<file path="config.mk">
export PLATFORM = sky130hd
export DESIGN_NAME = ram_fifo_ctrl_flat
export DESIGN_NICKNAME = d
export VERILOG_FILES = /design/src/rtl/fifo_pkg.sv /design/src/rtl/ram_fifo_ctrl_if.sv /design/src/rtl/fifo_ptr.sv /design/src/rtl/ram_fifo_ctrl.sv /design/src/flat_wrapper.sv
export SDC_FILE = /design/constraint.sdc
export NUM_CORES = 1
export LEC_CHECK = 0
export ABC_AREA = 1
export CORE_UTILIZATION = 40
export CTS_CLUSTER_SIZE = 12
export DETAILED_ROUTE_END_ITERATION = 16
export GPL_TIMING_DRIVEN = 0
export PLACE_DENSITY = 0.85
export SYNTH_ARGS = -nofsm -noshare
export SYNTH_HDL_FRONTEND = slang
export SYNTH_SLANG_ARGS = --single-unit
</file>
<file path="constraint.sdc">
create_clock -name clk -period 3.14 [get_ports clk]
set_input_delay 0.628 -clock clk [delete_from_list [all_inputs] [get_ports clk]]
set_output_delay 0.628 -clock clk [all_outputs]
set_load 0.02 [all_outputs]
</file>
<file path="src/rtl/fifo_pkg.sv">
// -----------------------------------------------------------------------------
// fifo_pkg
// Purpose : Shared constants and types for the RAM-backed byte FIFO controller,
//           its RAM wrapper and its testbench.
// Contents: DW/AW/DEPTH sizing, derived compare constants, FSM state enum.
// -----------------------------------------------------------------------------
package fifo_pkg;

    localparam int DW    = 8;          // data width, must match the RAM width
    localparam int AW    = 4;          // RAM address width
    localparam int DEPTH = 1 << AW;    // 16 entries

    // Occupancy value meaning "full", sized to the AW+1 bit count register.
    localparam logic [AW:0]   DEPTH_CNT = (AW+1)'(DEPTH);
    // Last RAM address touched by the clear sweep.
    localparam logic [AW-1:0] LAST_ADDR = AW'(DEPTH - 1);

    typedef enum logic {
        IDLE  = 1'b0,
        CLEAR = 1'b1
    } state_e;

endpackage

</file>
<file path="src/rtl/ram_fifo_ctrl_if.sv">
// -----------------------------------------------------------------------------
// ram_fifo_ctrl_if
// Purpose : User-side bundle of the FIFO controller (push/pop handshakes,
//           clear request, pop data and status flags).
// Signals : enq, din, deq, clr     - requests from the producer/consumer
//           dout, dout_vld         - pop data and its valid strobe
//           full, empty, count     - occupancy status
//           busy                   - clear sweep in progress
// Modports: master - the FIFO user; slave - the controller.
// -----------------------------------------------------------------------------
interface ram_fifo_ctrl_if
    import fifo_pkg::*;
();

    logic          enq;
    logic [DW-1:0] din;
    logic          deq;
    logic          clr;
    logic [DW-1:0] dout;
    logic          dout_vld;
    logic          full;
    logic          empty;
    logic [AW:0]   count;
    logic          busy;

    modport master (
        output enq, din, deq, clr,
        input  dout, dout_vld, full, empty, count, busy
    );

    modport slave (
        input  enq, din, deq, clr,
        output dout, dout_vld, full, empty, count, busy
    );

endinterface

</file>
<file path="src/rtl/fifo_ptr.sv">
// -----------------------------------------------------------------------------
// fifo_ptr
// Purpose : AW-bit wrap-around pointer used for the write pointer, the read
//           pointer and the clear-sweep address.
// Ports   : clk    - system clock
//           rst    - synchronous active-high reset (pointer -> 0)
//           clr_i  - synchronous clear to 0 (wins over inc_i)
//           inc_i  - advance by one, wrapping DEPTH-1 -> 0
//           ptr_o  - current pointer value
// -----------------------------------------------------------------------------
module fifo_ptr
    import fifo_pkg::*;
(
    input  logic          clk,
    input  logic          rst,
    input  logic          clr_i,
    input  logic          inc_i,
    output logic [AW-1:0] ptr_o
);

    logic [AW-1:0] ptr_q;

    // NOTE: sequential state is assigned with <= only, so every register
    // samples the pre-edge values of its neighbours regardless of block order.
    always_ff @(posedge clk) begin
        if (rst || clr_i) begin
            ptr_q <= '0;
        end else if (inc_i) begin
            ptr_q <= ptr_q + AW'(1);   // natural wrap at 2**AW
        end
    end

    assign ptr_o = ptr_q;

endmodule

</file>
<file path="src/rtl/ram_fifo_ctrl.sv">
// -----------------------------------------------------------------------------
// ram_fifo_ctrl
// Purpose : Turns a 16x8 single-port synchronous RAM (1-cycle read latency)
//           into a 16-entry byte queue with push/pop handshakes, occupancy
//           flags and a 16-cycle sweep-clear. Owns every RAM control pin.
// Ports   : clk       - system clock (also the RAM clock)
//           rst       - synchronous active-high reset
//           fifo      - user-side interface (slave modport)
//           ram_en    - RAM enable
//           ram_we    - RAM write enable
//           ram_addr  - RAM address
//           ram_din   - RAM write data
//           ram_dout  - RAM read data (valid the cycle after a read)
// Notes   : One RAM access per cycle, priority clr > deq > enq. A push that
//           collides with a pop is dropped; the producer must retry.
// -----------------------------------------------------------------------------
module ram_fifo_ctrl
    import fifo_pkg::*;
(
    input  logic                  clk,
    input  logic                  rst,
    ram_fifo_ctrl_if.slave        fifo,
    output logic                  ram_en,
    output logic                  ram_we,
    output logic [AW-1:0]         ram_addr,
    output logic [DW-1:0]         ram_din,
    input  logic [DW-1:0]         ram_dout
);

    state_e        state_q, state_d;
    logic [AW:0]   count_q, count_d;
    logic          dout_vld_q;

    logic [AW-1:0] wp, rp, sweep_addr;
    logic          empty, full;
    logic          in_idle, in_sweep;
    logic          clr_start, deq_fire, enq_fire, sweep_done;

    assign empty = (count_q == '0);
    assign full  = (count_q == DEPTH_CNT);

    // Requests are qualified with !rst so reset also silences the RAM pins
    // in its own cycle.
    assign in_idle    = (state_q == IDLE)  && !rst;
    assign in_sweep   = (state_q == CLEAR) && !rst;

    assign clr_start  = in_idle && fifo.clr;
    assign deq_fire   = in_idle && fifo.deq && !empty && !fifo.clr;
    assign enq_fire   = in_idle && fifo.enq && !full  && !deq_fire && !fifo.clr;
    assign sweep_done = in_sweep && (sweep_addr == LAST_ADDR);

    // Pointers only return to 0 at the end of a sweep; during the sweep no
    // push/pop can fire, so their stale values are never observed.
    fifo_ptr u_wp (
        .clk   (clk),
        .rst   (rst),
        .clr_i (sweep_done),
        .inc_i (enq_fire),
        .ptr_o (wp)
    );

    fifo_ptr u_rp (
        .clk   (clk),
        .rst   (rst),
        .clr_i (sweep_done),
        .inc_i (deq_fire),
        .ptr_o (rp)
    );

    fifo_ptr u_sweep (
        .clk   (clk),
        .rst   (rst),
        .clr_i (clr_start),
        .inc_i (in_sweep),
        .ptr_o (sweep_addr)
    );

    // NOTE: every variable written here gets a default first, so no path
    // leaves it unassigned and no latch is inferred.
    always_comb begin
        state_d = state_q;
        count_d = count_q;
        unique case (state_q)
            IDLE: begin
                if (clr_start) begin
                    state_d = CLEAR;
                    count_d = '0;
                end else if (deq_fire) begin
                    count_d = count_q - (AW+1)'(1);
                end else if (enq_fire) begin
                    count_d = count_q + (AW+1)'(1);
                end
            end
            CLEAR: begin
                if (sweep_done) begin
                    state_d = IDLE;
                    count_d = '0;
                end
            end
            default: begin
                state_d = IDLE;
                count_d = '0;
            end
        endcase
    end

    // RAM control is combinational so the access issues in the request cycle.
    always_comb begin
        ram_en   = 1'b0;
        ram_we   = 1'b0;
        ram_addr = '0;
        ram_din  = '0;
        if (in_sweep) begin
            ram_en   = 1'b1;
            ram_we   = 1'b1;
            ram_addr = sweep_addr;
        end else if (deq_fire) begin
            ram_en   = 1'b1;
            ram_addr = rp;
        end else if (enq_fire) begin
            ram_en   = 1'b1;
            ram_we   = 1'b1;
            ram_addr = wp;
            ram_din  = fifo.din;
        end
    end

    // NOTE: only control state is reset here; the RAM array itself is never
    // reset and is zeroed solely by the clear sweep.
    always_ff @(posedge clk) begin
        if (rst) begin
            state_q    <= IDLE;
            count_q    <= '0;
            dout_vld_q <= 1'b0;
        end else begin
            state_q    <= state_d;
            count_q    <= count_d;
            dout_vld_q <= deq_fire;   // matches the RAM's 1-cycle read latency
        end
    end

    assign fifo.dout     = ram_dout;
    assign fifo.dout_vld = dout_vld_q;
    assign fifo.full     = full;
    assign fifo.empty    = empty;
    assign fifo.count    = count_q;
    assign fifo.busy     = (state_q == CLEAR);

endmodule

</file>
<file path="src/flat_wrapper.sv">
// flat-port wrapper written by rule: the top's interface ports become plain ports
module ram_fifo_ctrl_flat import fifo_pkg::*;
  (clk, rst, ram_en, ram_we, ram_addr, ram_din, ram_dout, fifo_enq, fifo_din, fifo_deq, fifo_clr, fifo_dout, fifo_dout_vld, fifo_full, fifo_empty, fifo_count, fifo_busy);
  ram_fifo_ctrl_if fifo_i ();
  input  logic clk;
  input  logic rst;
  output logic ram_en;
  output logic ram_we;
  output logic [AW-1:0] ram_addr;
  output logic [DW-1:0] ram_din;
  input  logic [DW-1:0] ram_dout;
  input wire logic [$bits(fifo_i.enq)-1:0] fifo_enq;
  input wire logic [$bits(fifo_i.din)-1:0] fifo_din;
  input wire logic [$bits(fifo_i.deq)-1:0] fifo_deq;
  input wire logic [$bits(fifo_i.clr)-1:0] fifo_clr;
  output wire logic [$bits(fifo_i.dout)-1:0] fifo_dout;
  output wire logic [$bits(fifo_i.dout_vld)-1:0] fifo_dout_vld;
  output wire logic [$bits(fifo_i.full)-1:0] fifo_full;
  output wire logic [$bits(fifo_i.empty)-1:0] fifo_empty;
  output wire logic [$bits(fifo_i.count)-1:0] fifo_count;
  output wire logic [$bits(fifo_i.busy)-1:0] fifo_busy;
  assign fifo_i.enq = fifo_enq;
  assign fifo_i.din = fifo_din;
  assign fifo_i.deq = fifo_deq;
  assign fifo_i.clr = fifo_clr;
  assign fifo_dout = fifo_i.dout;
  assign fifo_dout_vld = fifo_i.dout_vld;
  assign fifo_full = fifo_i.full;
  assign fifo_empty = fifo_i.empty;
  assign fifo_count = fifo_i.count;
  assign fifo_busy = fifo_i.busy;
  ram_fifo_ctrl u_core (.clk(clk), .rst(rst), .fifo(fifo_i), .ram_en(ram_en), .ram_we(ram_we), .ram_addr(ram_addr), .ram_din(ram_din), .ram_dout(ram_dout));
endmodule
</file>
## Yosys cells after proc, flatten, opt, wreduce, memory -nomap -nowiden

Index checks and enable logic that the tools add are counted.

| word-level totals | value |
|---|---|
| output and inout port bits | 31 |
| bits in writable memories | 0 |
| latch bits | 0 |
| memories | 0 |
| register bits after elaboration | 19 |
| memory bits (read-only) | 0 |
| bits of input ports | 21 |

| cells by class | value |
|---|---|
| add/sub/neg operators | 5 |
| equal/unequal tests | 4 |
| divide/modulo/power cells | 0 |
| shift operators | 0 |
| reduce and logical (&&, ||, !) cells | 20 |
| multipliers | 0 |
| $lt $le $gt $ge | 0 |
| muxes and demuxes | 19 |
| bitwise operators | 1 |

Operators with widths:

| kind | number |
|---|---|
| 2-to-1 mux 8 bit | 3 |
| 2-to-1 mux 5 bit | 4 |
| adder 4 x 1 -> 4 bit (second input constant) | 3 |
| 2-to-1 mux 4 bit | 3 |
| logical AND 1 bit | 11 |
| one-hot mux 5 bit (2 select lines) | 1 |
| 2-to-1 mux 1 bit | 7 |
| adder 5 x 1 -> 5 bit (second input constant) | 1 |
| equality test 5 bit (second input constant) | 1 |
| zero test 1 bit | 5 |
| zero test 5 bit | 1 |
| subtractor 5 x 1 -> 5 bit (second input constant) | 1 |
| equality test 4 bit (second input constant) | 1 |
| != test 4 x 2 -> 1 bit (second input constant) | 1 |
| logical OR 1 bit | 2 |
| != test 2 bit (second input constant) | 1 |
| one-hot mux 1 bit (2 select lines) | 1 |
| AND reduction 2 bit | 1 |
| inverter 1 bit | 1 |

## Depth between registers and ports, before layout

| logic depth | value |
|---|---|
| depth in word-level cells | 12 |
| mapped depth | 14 |

## Modules after synthesis

From an unflattened synthesis, not the netlist that was laid out.

| unflattened totals | value |
|---|---|
| cell total of the unflattened synthesis | 190 |
| area total of the unflattened synthesis | 1285.0 sq um |

By module, submodules not included:

| module | times used | seq. area each (sq um) | area each (sq um) | cells an instance |
|---|---|---|---|---|
| ram_fifo_ctrl | 1 | 140.1 | 767.0 | 124 |
| fifo_ptr | 3 | 80.1 | 172.7 | 22 |

## Least setup slack after synthesis

Ideal clock, no wire load.

| timing path | value |
|---|---|
| path type | in2out |
| start point | input port rst |
| end point | output port ram_addr[2] |
| cell stages on the path | 7 |
| data arrival time | 1674 ps |
| setup slack | 838 ps |
| data required time | 2512 ps |
| buffers on the path | 2 |
| cell sequence | buf_6 nor2_2 nand2_4 nor2_4 nand2_4 buf_12 o221ai_1 |

| on the way | value |
|---|---|
| cells in the longest elaborated chain, start to end | 11 |
| elaborated cells between the ends (all ways) | 14 |
| those cells by class | mux: 3; reduce/logical: 11 |

RTL lines:

| item | line | source |
|---|---|---|
| start, declared | flat_wrapper.sv:6 | `input logic rst;` |
| zero test 1 bit * | ram_fifo_ctrl.sv:44, ram_fifo_ctrl.sv:45 |  |
| logical AND 1 bit | ram_fifo_ctrl.sv:44 | `assign in_idle = (state_q == IDLE) && !rst;` |
| logical AND 1 bit (3 in series) | ram_fifo_ctrl.sv:48 | `assign deq_fire = in_idle && fifo.deq && !empty && !fifo.clr;` |
| zero test 1 bit | ram_fifo_ctrl.sv:49 | `assign enq_fire = in_idle && fifo.enq && !full && !deq_fire && !fifo.clr;` |
| logical AND 1 bit (2 in series) | ram_fifo_ctrl.sv:49 |  |
| 2-to-1 mux 4 bit | ram_fifo_ctrl.sv:120 | `end else if (enq_fire) begin` |
| 2-to-1 mux 4 bit | ram_fifo_ctrl.sv:117 | `end else if (deq_fire) begin` |
| 2-to-1 mux 4 bit * | ram_fifo_ctrl.sv:113 | `if (in_sweep) begin` |
| end, declared | flat_wrapper.sv:9 | `output logic [AW-1:0] ram_addr;` |

Mark *: on every way between the ends. The rest lies on a longest branch, timed or not.

## Worst setup path in the final report

| timing path | value |
|---|---|
| start point | input port fifo_clr |
| end point | output port ram_addr[2] |

| on the way | value |
|---|---|
| cells in the longest elaborated chain, start to end | 8 |

RTL lines:

| item | line | source |
|---|---|---|
| start, declared | flat_wrapper.sv:15 | `input wire logic [$bits(fifo_i.clr)-1:0] fifo_clr;` |
| zero test 1 bit * | ram_fifo_ctrl.sv:48, ram_fifo_ctrl.sv:49 |  |
| logical AND 1 bit | ram_fifo_ctrl.sv:48 |  |
| zero test 1 bit | ram_fifo_ctrl.sv:49 |  |
| logical AND 1 bit (2 in series) | ram_fifo_ctrl.sv:49 |  |
| 2-to-1 mux 4 bit | ram_fifo_ctrl.sv:120 |  |
| 2-to-1 mux 4 bit * | ram_fifo_ctrl.sv:117 |  |
| 2-to-1 mux 4 bit * | ram_fifo_ctrl.sv:113 |  |

Marked as above.

==> summary.md <==
| Metric | Value |
|---|---|
| Outcome | finished, final reports clean |
| Worst r2r src | u_core.fifo.count[1]$_SDFFE_PP0P_ |
| Slew headroom | 78.9% |
| Post-DP HPWL | 2150 um |
| Register area | around 380 um2 |
| Multi-input logic area | 719 um2 |
| H-tree levels | 1 |
| Cells along the critical path | clkdlybuf4s50_1 > inv_1 > nand2_4 > nor2_4 > nand2_4 > buf_12 > o221ai_1 > clkdlybuf4s50_1 |
| Crit Reg-Reg Endpoint | u_core.fifo.count[4]$_SDFFE_PP0P_ |
| Routed WL | 2760 um |
| Final-report setup violation count | 0 |
| Initial Util | 42.8% |
| Worst-Margin Slew | 0.313 ns |
| # IOs | 52 |
| CP required | 2.51 ns |
| Critical path type | in -> out |
| Setup TNS | 0 ns |
| Data arrival, critical path | ~2.4 ns |
| Vias after detailed routing | 1257 |
| Core area | between 3000 and 4000 um2 |
| R2r worst-path depth | 11 |
| Placed Area | 1800 um2 |
| Yosys warns | 0 |
| Mapped cell area | 1330 um2 |
| Syn Nets | 211 |
| DRC | 0 |
| Max stage delay on crit path | 0.64 ns |
| Synth area leaders | dfxtp_1, nand2_1, inv_1 |
| Syn-to-layout area delta | 39.5% |
| NumNets Final | 258 |
| Input/output buffers | 42 |
| Maximum clock frequency | about 330 MHz |
| Leakage | 0.978 nW |
| Avg Inst Size Synth | 7.25 um2 |
| Critical path startpoint category | input port |
| Share of layout cells above drive strength 1 | about 16% |
| Sequential share of the synthesized area | around 29% |
| Post-route ant nets | 0 |
| Pwr/cell area | 276 nW/um2 |
| FILL cells | 295 |
| Syn Inst Count | 183 |
| Clock root cell | clkbuf_4 |
| First-pass GRT wire length | between 4000 and 5000 um |
| Minimum clock period | 3.03 ns |
| Leading area contributor after synthesis | dfxtp_1 |
| Initial antenna violation count | 0 |
| Clock buffer depth | 2 |
| Gr ovfl total | 0 |
| CTS tree | done |
| Die Ht | 59.6 um |
| Worst hold path type | reg -> reg |
| Maxcap violations | 0 |
| Critical path's slowest cell | clkdlybuf4s50_1 |
| Num CTS Buffers | 3 |
| DRT Pass-1 Iters | 4 |
| Die W | between 50 and 60 um |
| CTS clock-pin slew for the worst setup and hold paths | 0.11 ns |
| Clock skew | between 0.003 and 0.004 ns |
| Gpl congestion | between 0.8 and 0.9 |
| # Post-CTS Setup Buffers | 0 |
| Top-area cell type share of the netlist area | between 20% and 30% |
| Cell area after layout | 1850 um2 |
| Worst skew pair latency | 0.30 ns |
| CTS resizes | 0 |
| Largest net degree at the start of global routing | 11 |
| Die area | roughly 3600 um2 |
| WL/cell | 10.1 um |
| Tot GR Track Use | 16.6% |
| Via density | 4.60 |
| Yosys cell types | 35 |
| 1st-iter DRT viols | 11 |
| Tcrit/Tclk final | 96.5% |
| Max-slew violations | 0 |
| Start point of the critical path | fifo_clr |
| Seq cells post-synth | 19 |
| Reg2reg setup slack | 1.16 ns |
| CP Capture Type | output pin |
| CP endpoint | ram_addr[2] |
| RSZ-0062 raised after global routing | false |
| Row cnt | 20 |
| Hold Buf Count CTS | 0 |
| CTS Sinks | 19 |
| Antenna Cells | 0 |
| Max IR drop VDD | 189 uV |
| Vias in the first global route | approximately 1100 |
| Final Hold Viols | 0 |
| Crit-path max FO | 10 |
## power by group
part	switching (mW)	internal (mW)
clock network	0.0776	0.0495
logic	0.0671	0.0633
registers	0.00706	0.246
total	0.152	0.359
## layout by cell type (no fill, tap or decap), types with 2 or more instances in the layout
cell type        Yosys  routed
o21ai_0              4       4
nand2_1             33      33
nor2_4               3       3
a21oi_2              2       2
buf_4                9       9
nand2_4              5       5
dfxtp_1             19      19
dlymetal6s2s_1       0       9
ha_1                 6       6
nand2_2              2       2
nand3_1             10      10
clkdlybuf4s50_1      0      33
nor2_2               2       2
inv_4                2       2
nor2_1              21      21
clkbuf_4             0       3
a21oi_1             12      12
o221ai_1             2       2
inv_1               30      30
xor2_1               3       3
## layer usage
layer	vias up	wire (um)	GRT usage (%)
li1	656	-	-
met5	-	0	0
met3	2	93	2.62
met1	570	1340	22.3
met4	0	27	6.64
met2	29	1300	26.6
## kinds of logic after synthesis
logic type      after synthesis  synth area share [%]
simple gates                 83                  32.4
buf+inv                      44                  17.2
compound gates               26                  12.0
flops                        19                  28.7
fa+ha+maj                     7                  7.16
xor+xnor                      4                  2.64
## stage by stage
step | power (mW) | instances | setup slack, ns | util (%) | hold WS (ns)
2_1_floorplan | 0.339 | 183 | 0.838 | - | 0.442
3_3_place_gp | 0.388 | 269 | 0.0725 | 58.1 | 0.452
3_5_place_dp | 0.390 | 269 | 0.0689 | 58.1 | 0.464
4_1_cts | 0.516 | 273 | 0.0692 | 59.0 | 0.483
5_1_grt | 0.539 | 273 | 0.0110 | 59.7 | 0.489
6_report | 0.511 | 273 | 0.109 | 59.7 | 0.481
## final cells by class
cell class | count | area share (%)
inverters | 33 | 6.96
plain buffers | 11 | 5.34
flip-flops and latches | 19 | 20.5
repair buffers | 42 | 23.9
multi-input cells | 120 | 38.9
clock buffers | 4 | 1.42
well taps | 44 | 2.97
## cell usage after synthesis, drive strengths merged
cell / instances
o21bai: 1
nand3: 12
or2: 1
ha: 6
nor3: 2
inv: 33
dfxtp: 19
nor2: 26
xnor2: 1
nand2: 40
o21ai: 6
xor2: 3
a211oi: 1
a21oi: 14
nand3b: 1
o211ai: 1
nand4: 1
o221ai: 2
buf: 11
a21o: 1
fa: 1
## flip-flops by register name, summed over array words and instances (netlist names)
| signal | flops |
|---|---|
| u_core.fifo.count | 5 |
| u_core.u_sweep.ptr_o | 4 |
| u_core.fifo.dout_vld | 1 |
| u_core.fifo.busy | 1 |
| u_core.u_rp.ptr_o | 4 |
| u_core.u_wp.ptr_o | 4 |
## how the worst min path moves through the flow
stage,start,to,cells after the start
6_report,u_core.u_rp.ptr_o[3]$_SDFFE_PP0P_,u_core.u_rp.ptr_o[3]$_SDFFE_PP0P_,2
3_3_place_gp,u_core.u_rp.ptr_o[3]$_SDFFE_PP0P_,u_core.u_rp.ptr_o[3]$_SDFFE_PP0P_,2
4_1_cts,u_core.u_rp.ptr_o[3]$_SDFFE_PP0P_,u_core.u_rp.ptr_o[3]$_SDFFE_PP0P_,2
5_1_grt,u_core.u_wp.ptr_o[3]$_SDFFE_PP0N_,u_core.u_wp.ptr_o[3]$_SDFFE_PP0N_,2
2_1_floorplan,u_core.u_rp.ptr_o[3]$_SDFFE_PP0P_,u_core.u_rp.ptr_o[3]$_SDFFE_PP0P_,2
3_5_place_dp,u_core.u_wp.ptr_o[3]$_SDFFE_PP0N_,u_core.u_wp.ptr_o[3]$_SDFFE_PP0N_,2
## critical path, delay by kind of cell
kind                   cells  cell delay (ns)
AO/OA/AOI/OAI              1             0.19
AND/OR/NAND/NOR            3             0.29
buffers and inverters      4             1.30
Note: power is estimated with default switching activity, not from simulation.
